==> src/rtl/seq_shift_unit_if.sv <==
// Request/result bundle for seq_shift_unit: operand, op and shift amount in; result and status out.
// The requester drives the master side; the shift unit sits on the slave side.
interface seq_shift_unit_if #(
  parameter int N   = 32,
  parameter int SHW = 5
);
  logic           start;
  logic [2:0]     op;
  logic [N-1:0]   value;
  logic [SHW-1:0] shamt;
  logic           MSB;
  logic           LSB;
  logic [N-1:0]   Q;
  logic           busy;
  logic           done;
  logic           carry_out;

  modport master (
    output start, op, value, shamt, MSB, LSB,
    input  Q, busy, done, carry_out
  );

  modport slave (
    input  start, op, value, shamt, MSB, LSB,
    output Q, busy, done, carry_out
  );
endinterface

==> src/rtl/seq_shift_unit.sv <==
// Multi-cycle shifter, up to STEP bits/cycle; done pulses ceil(shamt/STEP)+1 cycles after capture.
// start is taken only in IDLE/DONE and ignored while busy; all outputs are registered.
module seq_shift_unit #(
  parameter int N    = 32,
  parameter int SHW  = 5,
  parameter int STEP = 1
) (
  input  logic               CLK,
  input  logic               Clear,
  seq_shift_unit_if.slave    bus
);
  localparam int SW = SHW + 1;

  typedef enum logic [1:0] {IDLE, SHIFT, DONE} state_e;
  typedef enum logic [2:0] {
    OP_SLL = 3'd0, OP_SRL = 3'd1, OP_SRA = 3'd2, OP_ROL = 3'd3,
    OP_ROR = 3'd4, OP_SLS = 3'd5, OP_SRS = 3'd6, OP_RSV = 3'd7
  } op_e;

  state_e         state_q, state_nx;
  logic [N-1:0]   q_q, q_nx;
  logic           co_q, co_nx;
  logic [2:0]     op_q, op_nx;
  logic [SHW-1:0] rem_q, rem_nx;
  logic           busy_q, done_q;
  logic [SW-1:0]  step_s;
  logic [N-1:0]   sh_q;
  logic           sh_co;

  assign bus.Q         = q_q;
  assign bus.carry_out = co_q;
  assign bus.busy      = busy_q;
  assign bus.done      = done_q;

  // A STEP-bit shift is built from s single-bit shifts, so fill and carry rules stay per-bit.
  always_comb begin
    step_s = ({1'b0, rem_q} < SW'(STEP)) ? {1'b0, rem_q} : SW'(STEP);
    sh_q   = q_q;
    sh_co  = co_q;
    for (int i = 0; i < STEP; i++) begin
      if (SW'(i) < step_s) begin
        case (op_q)
          OP_SLL: begin sh_co = sh_q[N-1]; sh_q = {sh_q[N-2:0], 1'b0};       end
          OP_SRL: begin sh_co = sh_q[0];   sh_q = {1'b0, sh_q[N-1:1]};       end
          OP_SRA: begin sh_co = sh_q[0];   sh_q = {sh_q[N-1], sh_q[N-1:1]};  end
          OP_ROL: begin sh_co = sh_q[N-1]; sh_q = {sh_q[N-2:0], sh_q[N-1]};  end
          OP_ROR: begin sh_co = sh_q[0];   sh_q = {sh_q[0], sh_q[N-1:1]};    end
          OP_SLS: begin sh_co = sh_q[N-1]; sh_q = {sh_q[N-2:0], bus.LSB};    end
          OP_SRS: begin sh_co = sh_q[0];   sh_q = {bus.MSB, sh_q[N-1:1]};    end
          default: begin sh_co = 1'b0;     sh_q = sh_q;                      end
        endcase
      end
    end
  end

  always_comb begin
    state_nx = state_q;
    q_nx     = q_q;
    co_nx    = co_q;
    op_nx    = op_q;
    rem_nx   = rem_q;
    case (state_q)
      IDLE, DONE: begin
        if (bus.start) begin
          q_nx     = bus.value;
          co_nx    = 1'b0;
          op_nx    = bus.op;
          rem_nx   = bus.shamt;
          state_nx = (bus.shamt != '0) ? SHIFT : DONE;
        end else if (state_q == DONE) begin
          state_nx = IDLE;
        end
      end
      SHIFT: begin
        q_nx   = sh_q;
        co_nx  = sh_co;
        rem_nx = rem_q - step_s[SHW-1:0];
        if (rem_nx == '0) state_nx = DONE;
      end
      default: state_nx = IDLE;
    endcase
  end

  always_ff @(posedge CLK or negedge Clear) begin
    if (!Clear) begin
      state_q <= IDLE;
      q_q     <= '0;
      co_q    <= 1'b0;
      op_q    <= 3'd0;
      rem_q   <= '0;
      busy_q  <= 1'b0;
      done_q  <= 1'b0;
    end else begin
      state_q <= state_nx;
      q_q     <= q_nx;
      co_q    <= co_nx;
      op_q    <= op_nx;
      rem_q   <= rem_nx;
      busy_q  <= (state_nx == SHIFT);
      done_q  <= (state_nx == DONE);
    end
  end
endmodule

==> src/flat_wrapper.sv <==
// flat-port wrapper written by rule: the top's interface ports become plain ports
module seq_shift_unit_flat 
#(
  parameter int N    = 32,
  parameter int SHW  = 5,
  parameter int STEP = 1
)
  (CLK, Clear, bus_start, bus_op, bus_value, bus_shamt, bus_MSB, bus_LSB, bus_Q, bus_busy, bus_done, bus_carry_out);
  seq_shift_unit_if #(.N(N), .SHW(SHW)) bus_i ();
  input  logic CLK;
  input  logic Clear;
  input wire logic [$bits(bus_i.start)-1:0] bus_start;
  input wire logic [$bits(bus_i.op)-1:0] bus_op;
  input wire logic [$bits(bus_i.value)-1:0] bus_value;
  input wire logic [$bits(bus_i.shamt)-1:0] bus_shamt;
  input wire logic [$bits(bus_i.MSB)-1:0] bus_MSB;
  input wire logic [$bits(bus_i.LSB)-1:0] bus_LSB;
  output wire logic [$bits(bus_i.Q)-1:0] bus_Q;
  output wire logic [$bits(bus_i.busy)-1:0] bus_busy;
  output wire logic [$bits(bus_i.done)-1:0] bus_done;
  output wire logic [$bits(bus_i.carry_out)-1:0] bus_carry_out;
  assign bus_i.start = bus_start;
  assign bus_i.op = bus_op;
  assign bus_i.value = bus_value;
  assign bus_i.shamt = bus_shamt;
  assign bus_i.MSB = bus_MSB;
  assign bus_i.LSB = bus_LSB;
  assign bus_Q = bus_i.Q;
  assign bus_busy = bus_i.busy;
  assign bus_done = bus_i.done;
  assign bus_carry_out = bus_i.carry_out;
  seq_shift_unit #(.N(N), .SHW(SHW), .STEP(STEP)) u_core (.CLK(CLK), .Clear(Clear), .bus(bus_i));
endmodule
==> config.mk <==
export PLATFORM = sky130hd
export DESIGN_NAME = seq_shift_unit_flat
export DESIGN_NICKNAME = d
export VERILOG_FILES = /design/src/rtl/seq_shift_unit_if.sv /design/src/rtl/seq_shift_unit.sv /design/src/flat_wrapper.sv
export SDC_FILE = /design/constraint.sdc
export NUM_CORES = 1
export LEC_CHECK = 0
export CAP_MARGIN = 20
export CELL_PAD_IN_SITES_DETAIL_PLACEMENT = 0
export CELL_PAD_IN_SITES_GLOBAL_PLACEMENT = 1
export CORE_MARGIN = 2
export CORE_UTILIZATION = 28
export CTS_CLUSTER_SIZE = 25
export DETAILED_ROUTE_END_ITERATION = 10
export DONT_BUFFER_PORTS = 1
export GPL_TIMING_DRIVEN = 0
export PLACE_DENSITY_LB_ADDON = 0.12
export SYNTH_ARGS = -nofsm -noshare
export SYNTH_HDL_FRONTEND = slang
export SYNTH_SLANG_ARGS = --single-unit
==> constraint.sdc <==
create_clock -name CLK -period 2.42 [get_ports CLK]
set_input_delay 0.242 -clock CLK [delete_from_list [all_inputs] [get_ports CLK]]
set_output_delay 0.242 -clock CLK [all_outputs]
set_load 0.01 [all_outputs]
Word level (Yosys, flattened, before mapping)
Index checks and enable logic that the tools add are counted.
- memories: 0
- latch bits: 0
- word-level logic and storage cells: 55
- input bits: 45
- bits in registers: 45
- bits in read-only memories: 0
- RAM bits: 0
- div/mod/pow operators: 0
- equality and inequality tests: 15
- $lt $le $gt $ge: 2
- $add $sub $neg: 1
- bitwise gates (word level): 0
- muxes and demuxes: 16
- reductions and logical operators: 13
- multiply operators: 0
- shift operators: 0
- operators with widths (kind ; count):
    one-hot mux 32 bit (7 select lines) ; 1
    2-to-1 mux 32 bit ; 2
    one-hot mux 32 bit (2 select lines) ; 1
    2-to-1 mux 5 bit ; 2
    one-hot mux 5 bit (2 select lines) ; 1
    equality test 3 bit (second input constant) ; 3
    2-to-1 mux 2 bit ; 4
    inequality test 8 bit (second input constant) ; 1
    inequality test 7 bit (second input constant) ; 1
    equality test 3 x 2 -> 1 bit (second input constant) ; 2
    less-than comparator 1 x 6 -> 1 bit (first input constant) ; 1
    logical NOT 5 bit ; 1
    less-than comparator 5 x 1 -> 1 bit (second input constant) ; 1
    AND reduction 5 bit ; 1
    nonzero test 5 bit ; 1
    subtractor 5 bit ; 1
    equality test 2 x 1 -> 1 bit (second input constant) ; 2
    equality test 2 bit (second input constant) ; 2
    inequality test 2 bit (second input constant) ; 2
    one-hot mux 1 bit (2 select lines) ; 2
    one-hot mux 2 bit (2 select lines) ; 1
    AND reduction 2 bit ; 2
    AND reduction 4 bit ; 1
    OR reduction 4 bit ; 1
    other kinds (9) ; 10

Logic depth before layout (Yosys ltp)
Gate-level depths: netlist of run 1.
- word-level depth: 7
- depth in mapped cells: 7
- mapped depth without buffers: 7

Worst setup path after synthesis of run 1
OpenSTA, ideal clock, no wires.
- kind: flip-flop to flip-flop
- start point: register u_core.rem_q[1]
- end point: register u_core.busy_q (netlist: u_core.bus.busy)
- period minus slack after synthesis: 1752 ps
- slack: 668 ps
- arrival: 1625 ps
- setup time: 127 ps
- stages on the path, launching flop included: 7
- cell sequence: dfrtp_1 -> nor4_4 -> or2_2 -> ha_1 -> inv_1 -> a2111o_1 -> o2bb2ai_1
- longest elaborated chain between the ends: 7
- ends and longest elaborated chain (what ; line ; source):
    start: declaration ; seq_shift_unit.sv:24 ; logic [SHW-1:0] rem_q, rem_nx;
    start signal: assignment ; seq_shift_unit.sv:98 ; rem_q <= rem_nx;
    less-than comparator 5 x 1 -> 1 bit ; seq_shift_unit.sv:37 ; step_s = ({1'b0, rem_q} < SW'(STEP)) ? {1'b0, rem_q} : SW'(STEP);
    2-to-1 mux 5 bit ; seq_shift_unit.sv:37 ;
    subtractor 5 bit * ; seq_shift_unit.sv:77 ; rem_nx = rem_q - step_s[SHW-1:0];
    logical NOT 5 bit * ; seq_shift_unit.sv:78 ; if (rem_nx == '0) state_nx = DONE;
    2-to-1 mux 2 bit * ; seq_shift_unit.sv:78 ;
    one-hot mux 2 bit (2 select lines) * ; seq_shift_unit.sv:62 ; case (state_q)
    equality test 2 x 1 -> 1 bit * ; seq_shift_unit.sv:99 ; busy_q <= (state_nx == SHIFT);
    end signal: assignment ; seq_shift_unit.sv:99 ;
    end: declaration ; seq_shift_unit.sv:25 ; logic busy_q, done_q;
Mark *: on every way between the ends. The rest lies on a longest branch, timed or not.
A chain may end at the register's enable or synchronous reset.

Final worst setup path of run 1
- start point: register u_core.rem_q[1]
- end point: register u_core.state_q[0]
- longest elaborated chain between the ends: 6
- ends and longest elaborated chain (what ; line ; source):
    less-than comparator 5 x 1 -> 1 bit ; seq_shift_unit.sv:37 ;
    2-to-1 mux 5 bit ; seq_shift_unit.sv:37 ;
    subtractor 5 bit * ; seq_shift_unit.sv:77 ;
    logical NOT 5 bit * ; seq_shift_unit.sv:78 ;
    2-to-1 mux 2 bit * ; seq_shift_unit.sv:78 ;
    one-hot mux 2 bit (2 select lines) * ; seq_shift_unit.sv:62 ;
    net u_core.state_nx[0] ; seq_shift_unit.sv:20 ; state_e state_q, state_nx;
    end signal: assignment ; seq_shift_unit.sv:94 ; state_q <= state_nx;
    end: declaration ; seq_shift_unit.sv:20 ;
The timed path passes the listed nets; every way through them passes the cells marked *.

==> results.cfg, run 1 <==
[timing]
fmax_mhz = 521
max_slew_margin = 0.584
timing.final.crit_share = 0.793
rsz0062_at_grt = false
setup_ws_ns = 0.500
slew_violations = 0
setup_viol = 0
tightest_slew_ns = 0.621
finClkSkew_ns = 0.0132
post-route-min-period_ns = 1.92
fin_tns_setup_ns = 0
hold_viol = 0

[synth]
ys_seq_elements = 45
synth_common_cells = nor2_1 (98), dfrtp_1 (45), mux2i_1 (33)
synth_nets = 350
syn_inst = 304
synth_area_leader_cell = dfrtp_1
synth_xor_area_frac = 0.0157
yosysMostFrequentCell = nor2_1
ys_top_cells_by_area = dfrtp_1 (40%), nor2_1 (13%), mux2i_1 (12%)
synth.distinct_cells = 44
synth.area.mux_share = 0.126
dominantRegCellSynth = dfrtp_1
ys_warn_count = 0
synth_fa_ha_area_frac = 0.00448
synth_top_family_by_area = simple AND/OR/NAND/NOR gates
synth_edf_count = 0
synth-simple-area-share = 0.206
syn_area_per_cell_sq_um = 9.18
synth-compound-area-share = 0.185
seq_area_frac_synth = 0.404
async_reset_ff_frac = 1.00
mappedNetlistArea_sq_mm = 0.00279
synth_top_area_share = 0.404

[floorplan]
die_area_sq_mm = 0.0108
rows = 36
coreArea_sq_mm = 0.00973
die_w_microns = 104
pin_count = 80
start_util = 0.287
dieHeight_microns = 104

[worst_hold_path]
hold_depth = 2
hold_path_class = in -> reg

[critical_path]
slowest_delay_ns = 0.46
worst_setup_path_end_kind = flop
cp_num_cells = 6
critPathRequiredTime_ns = 2.60
worstPathCellList = nor4_4 > or2_2 > ha_1 > inv_1 > a2111o_1 > o2bb2ai_1
path_max_fanout = 5
crit_family = compound AO/OA/AOI/OAI gates
slowest_stage = a2111o_1
arrival_ns = 2.10
crit_type = reg -> reg
startpoint_type = flop
worst-path-buf-inv = 1
reg2reg_depth = 6

[routing]
routedWlPerCell_microns = 18.6
drtAntennaViolNets = 0
wl_microns = 8320
drt_iter0_drc = 88
vias = 2313
vias_per_cell = 5.17
drt_first_pass_iters = 4
drc = 0

[power]
sw_frac_of_total = 0.468
pwr-share-seq = 0.293
p_switching_w = 0.00276
powerDensity_mw_per_mm2 = 1900
clkPwrFrac = 0.101
combPwrFrac = 0.606
peakVddDrop_mv = 0.473
cellLeakagePower_nw = 1.33
intPower_w = 0.00313

[place]
placed_cells = 437
port_buffers = 0
dp_hpwl_microns = 6080
pre_cts_ws_ns = 0.530
gp_congestion = 0.722

[cells_and_area]
num_antenna_cells = 0
final_util = 0.319
nFillCells = 1075
drive_above_1_share = 0.115
nNetsFinal = 359
stdcell_count = 447
syn_to_final_growth_pct = 11.3

[grt]
grt_pass1_wl_microns = 13400
antenna_found_initial = 0
grt_max_degree = 46
groute.usage.overall = 0.156
grt_pass1_vias = 2398
grt_overflow = 0

[run]
maxCapViolations = 0

[run_status]
status = complete, no violations

[clocking]
cts_buffer_depth = 2
cts.clk_slew.worst_paths_ns = 0.09
cts_num_sinks = 45
ctsHtreeMaxLevel = 2
cts_tree = built
cts_made_buffers = 5
cts-root-buf = clkbuf_8
ctsResizeCount = 0
clk_latency_ns = 0.30
post_cts_buffers = 0
==> state kept, by name, indices dropped and copies added, names as in the netlist <==
| signal | cells |
|---|---|
| u_core.op_q | 3 |
| u_core.bus.done | 1 |
| u_core.bus.busy | 1 |
| u_core.bus.Q | 32 |
| u_core.bus.carry_out | 1 |
| u_core.rem_q | 5 |
| u_core.state_q | 2 |
==> path summary, 6_finish.rpt <==
path | start | end | slack, ns
max in group asynchronous | Clear | u_core.rem_q[0]$_DFFE_PN0P_ | 1.74
hold reg to reg | u_core.rem_q[0]$_DFFE_PN0P_ | u_core.rem_q[0]$_DFFE_PN0P_ | 0.57
min in group asynchronous | Clear | u_core.bus.Q[31]$_DFFE_PN0P_ | 0.46
setup reg to reg | u_core.rem_q[1]$_DFFE_PN0P_ | u_core.state_q[0]$_DFF_PN0_ | 0.50
setup / recovery | u_core.rem_q[1]$_DFFE_PN0P_ | u_core.state_q[0]$_DFF_PN0_ | 0.50
hold / removal | bus_op[1] | u_core.op_q[1]$_DFFE_PN0P_ | 0.04
==> power by group through the flow <==
stage               Clock (W)  Sequential [W]  Combinational [W]
floorplan                   0         0.00161            0.00290
global placement            0         0.00175            0.00359
detailed placement          0         0.00176            0.00362
CTS                  0.000619         0.00174            0.00365
global route         0.000657         0.00179            0.00402
finish               0.000594         0.00173            0.00357
==> kinds of logic (layout without fill, tap and decap cells) <==
logic type                 count (synthesis)  count (layout)
xor gates and xnor gates                   2               2
muxes                                     35              35
DFF                                       45              45
and+or+nand+nor                          131             131
buffers and inverters                     31              41
AOI/OAI and AO/OA                         59              59
adders and majority gates                  1               1
==> per-stage QoR <==
stage / area (sq um) / power (W) / hold WS, ns
6_report: 3110 / 0.00589 / 0.0442
5_1_grt: 3110 / 0.00647 / 0.0341
4_1_cts: 3110 / 0.00601 / 0.0311
3_5_place_dp: 2960 / 0.00538 / -0.0517
3_3_place_gp: 2960 / 0.00534 / -0.0518
2_1_floorplan: 2790 / 0.00451 / -0.0536
==> final cells by class <==
cell class / count / area (sq um) / area share
Multi-Input combinational cell: 228 / 1500 / 0.483
Sequential cell: 45 / 1130 / 0.363
Tap cell: 133 / 166 / 0.0536
Buffer: 25 / 143 / 0.0459
Clock buffer: 6 / 72.6 / 0.0234
Clock inverter: 2 / 38.8 / 0.0125
Timing Repair Buffer: 2 / 37.5 / 0.0121
Inverter: 6 / 22.5 / 0.00725
==> placed cells by master, fill, tap and decap left out, types with 2 or more instances in the layout <==
cell	n
a21oi_1	5
a221o_1	2
a22oi_1	2
a31oi_1	2
a32o_1	31
buf_1	3
buf_2	12
buf_4	3
buf_6	3
clkbuf_1	5
clkbuf_8	5
dfrtp_1	45
inv_1	6
mux2_2	2
mux2i_1	33
nand2_1	11
nand2b_1	2
nor2_1	98
nor2b_1	5
nor4_1	3
o21ai_0	4
o21bai_1	2
o2bb2ai_1	4
==> layer usage <==
| metal | track usage | vias up | share of wire |
|---|---|---|---|
| met4 | 0.0396 | 0 | 0.0089 |
| met3 | 0.0453 | 5 | 0.070 |
| met2 | 0.247 | 69 | 0.47 |
| li1 | - | 1114 | - |
| met1 | 0.211 | 1125 | 0.45 |
| met5 | 0 | - | 0 |
==> timing repair <==
action                                 in CTS  in global routing
hold buffers                                2                  0
setup endpoints to repair                   0                  0
endpoints found under the hold margin      45                  0
Note: power is estimated with default switching activity, not from simulation.
==> run 2: changes to the inputs <==
- clock period: 2.42 -> 1.96 ns (I/O delays scaled with it)
==> run 2 against run 1 <==
Compared with the run above:
- power grew 24%
- sequential share of layout area is 0.30 points lower
- clock-buffer cell count is the same
- register-to-register slack lost 0.35 ns
- global-route usage about the same
- combinational power rose by 24%
- worst setup slack got worse by 0.35 ns
- sequential power up 24%
- sequential cell count stayed put
- critical path depth unchanged
- design area is 1.0% higher
- critical endpoint unchanged
- largest cell class unchanged
==> results.cfg, run 2 (synthesis results as in run 1) <==
[floorplan]
die_area_sq_mm = 0.0108
start_util = 0.287
dieHeight_microns = 104
pin_count = 80
rows = 36
coreArea_sq_mm = 0.00973
die_w_microns = 104

[routing]
drt_first_pass_iters = 4
vias_per_cell = 5.20
drtAntennaViolNets = 0
drc = 0
vias = 2338
routedWlPerCell_microns = 18.6
drt_iter0_drc = 87
wl_microns = 8370

[grt]
grt_max_degree = 46
grt_overflow = 0
met3_usage = 0.0453
grt_pass1_wl_microns = 13400
met2_usage = 0.247
met1_usage = 0.211
grt_pass1_vias = 2404
grt_busiest_layer = met2
groute.usage.overall = 0.157
antenna_found_initial = 0

[cells_and_area]
layout_commonest_cell = nor2_1
final_util = 0.323
mostFrequentLayoutCells = nor2_1 (98), dfrtp_1 (43), mux2i_1 (33), a32o_1 (31), buf_2 (12)
num_antenna_cells = 0
largest_reg_flops = 32
syn_to_final_growth_pct = 12.5
nNetsFinal = 362
drive_above_1_share = 0.120

[run]
maxCapViolations = 0

[clocking]
cts_tree = built
cts.clk_slew.worst_paths_ns = 0.09
cts_num_sinks = 45
clk_latency_ns = 0.30
cts-root-buf = clkbuf_8
cts_buffer_depth = 2
ctsHtreeMaxLevel = 2
post_cts_buffers = 0
cts_made_buffers = 5

[worst_hold_path]
hold_path_class = in -> reg
min_from = bus_shamt[4]
hold_depth = 2
whs_endpoint = u_core.rem_q[4]$_DFFE_PN0P_

[critical_path]
timing.rr.start = u_core.rem_q[3]$_DFFE_PN0P_
crit_type = reg -> reg
critPathRequiredTime_ns = 2.14
reg2reg_slack_ns = 0.15
startpoint_type = flop
reg2reg_depth = 6
path_max_fanout = 5
arrival_ns = 1.99
worst_setup_path_end_kind = flop
r2r-end = u_core.state_q[0]$_DFF_PN0_

[timing]
slew_violations = 0
timing.final.crit_share = 0.926
worst_hold_slack_ns = 0.0133
post-route-min-period_ns = 1.81
setup_viol = 0
rsz0062_at_grt = false
fin_tns_setup_ns = 0
hold_viol = 0
max_slew_margin = 0.580
tightest_slew_ns = 0.627
fmax_mhz = 551
finClkSkew_ns = 0.0152

[power]
cellLeakagePower_nw = 1.34
finalPower_w = 0.00729
peakVddDrop_mv = 0.584
powerDensity_mw_per_mm2 = 2320

[place]
dp_hpwl_microns = 6080
gp_congestion = 0.722
port_buffers = 0

[run_status]
status = complete, no violations
[run 2: metrics by stage]
stage / instances / worst slack, ns / instance area, sq um
after floorplan: 304 / 0.208 / 2790
after CTS: 450 / 0.0617 / 3140
final: 450 / 0.145 / 3140
after global routing: 450 / 0.0241 / 3140
after detailed placement: 437 / 0.0699 / 2960
after global placement: 437 / 0.0568 / 2960
[run 2: power breakdown]
| part | switching, W | internal [W] | total [W] |
|---|---|---|---|
| logic | 0.00238 | 0.00204 | 0.00442 |
| registers | 0.000690 | 0.00145 | 0.00214 |
| clock network | 0.000350 | 0.000384 | 0.000734 |
| total | 0.00342 | 0.00387 | 0.00729 |
[run 2: worst max-delay path, cell delays in order (launching register included)]
cell,delay [ns]
dfrtp_2,0.46
nor4_4,0.33
or2_2,0.17
ha_1,0.18
inv_1,0.06
a2111o_1,0.36
o2bb2ai_1,0.15
[run 2: worst max-delay path by stage]
stage,slack [ns],start,endpoint
2_1_floorplan,0.21,u_core.rem_q[1]$_DFFE_PN0P_,u_core.bus.busy$_DFF_PN0_
6_report,0.15,u_core.rem_q[3]$_DFFE_PN0P_,u_core.state_q[0]$_DFF_PN0_
5_1_grt,0.02,u_core.op_q[0]$_DFFE_PN0P_,u_core.bus.Q[28]$_DFFE_PN0P_
3_5_place_dp,0.07,u_core.rem_q[1]$_DFFE_PN0P_,u_core.state_q[0]$_DFF_PN0_
3_3_place_gp,0.06,u_core.rem_q[1]$_DFFE_PN0P_,u_core.bus.busy$_DFF_PN0_
4_1_cts,0.06,u_core.rem_q[1]$_DFFE_PN0P_,u_core.state_q[0]$_DFF_PN0_
[run 2: final cells by class]
class | instances | area [sq um]
fillers | 1072 | 6590
multi-input cells | 228 | 1500
flip-flops and latches | 45 | 1130
well taps | 133 | 166
plain buffers | 25 | 143
clock buffers | 6 | 72.6
repair buffers | 5 | 67.6
clock inverters | 2 | 38.8
inverters | 6 | 22.5
[run 2: metal layers]
| layer | up-vias | wire length, microns | share of wire |
|---|---|---|---|
| met5 | - | 0 | 0 |
| met4 | 0 | 74 | 0.0088 |
| met3 | 5 | 557 | 0.067 |
| met2 | 77 | 3950 | 0.47 |
| met1 | 1138 | 3790 | 0.45 |
| li1 | 1118 | - | - |
[run 2: timing repair]
action                     CTS  global route
setup endpoints to repair    0             4
gates resized for setup      0             2
hold buffers                 5             0
hold endpoints to repair    48             0
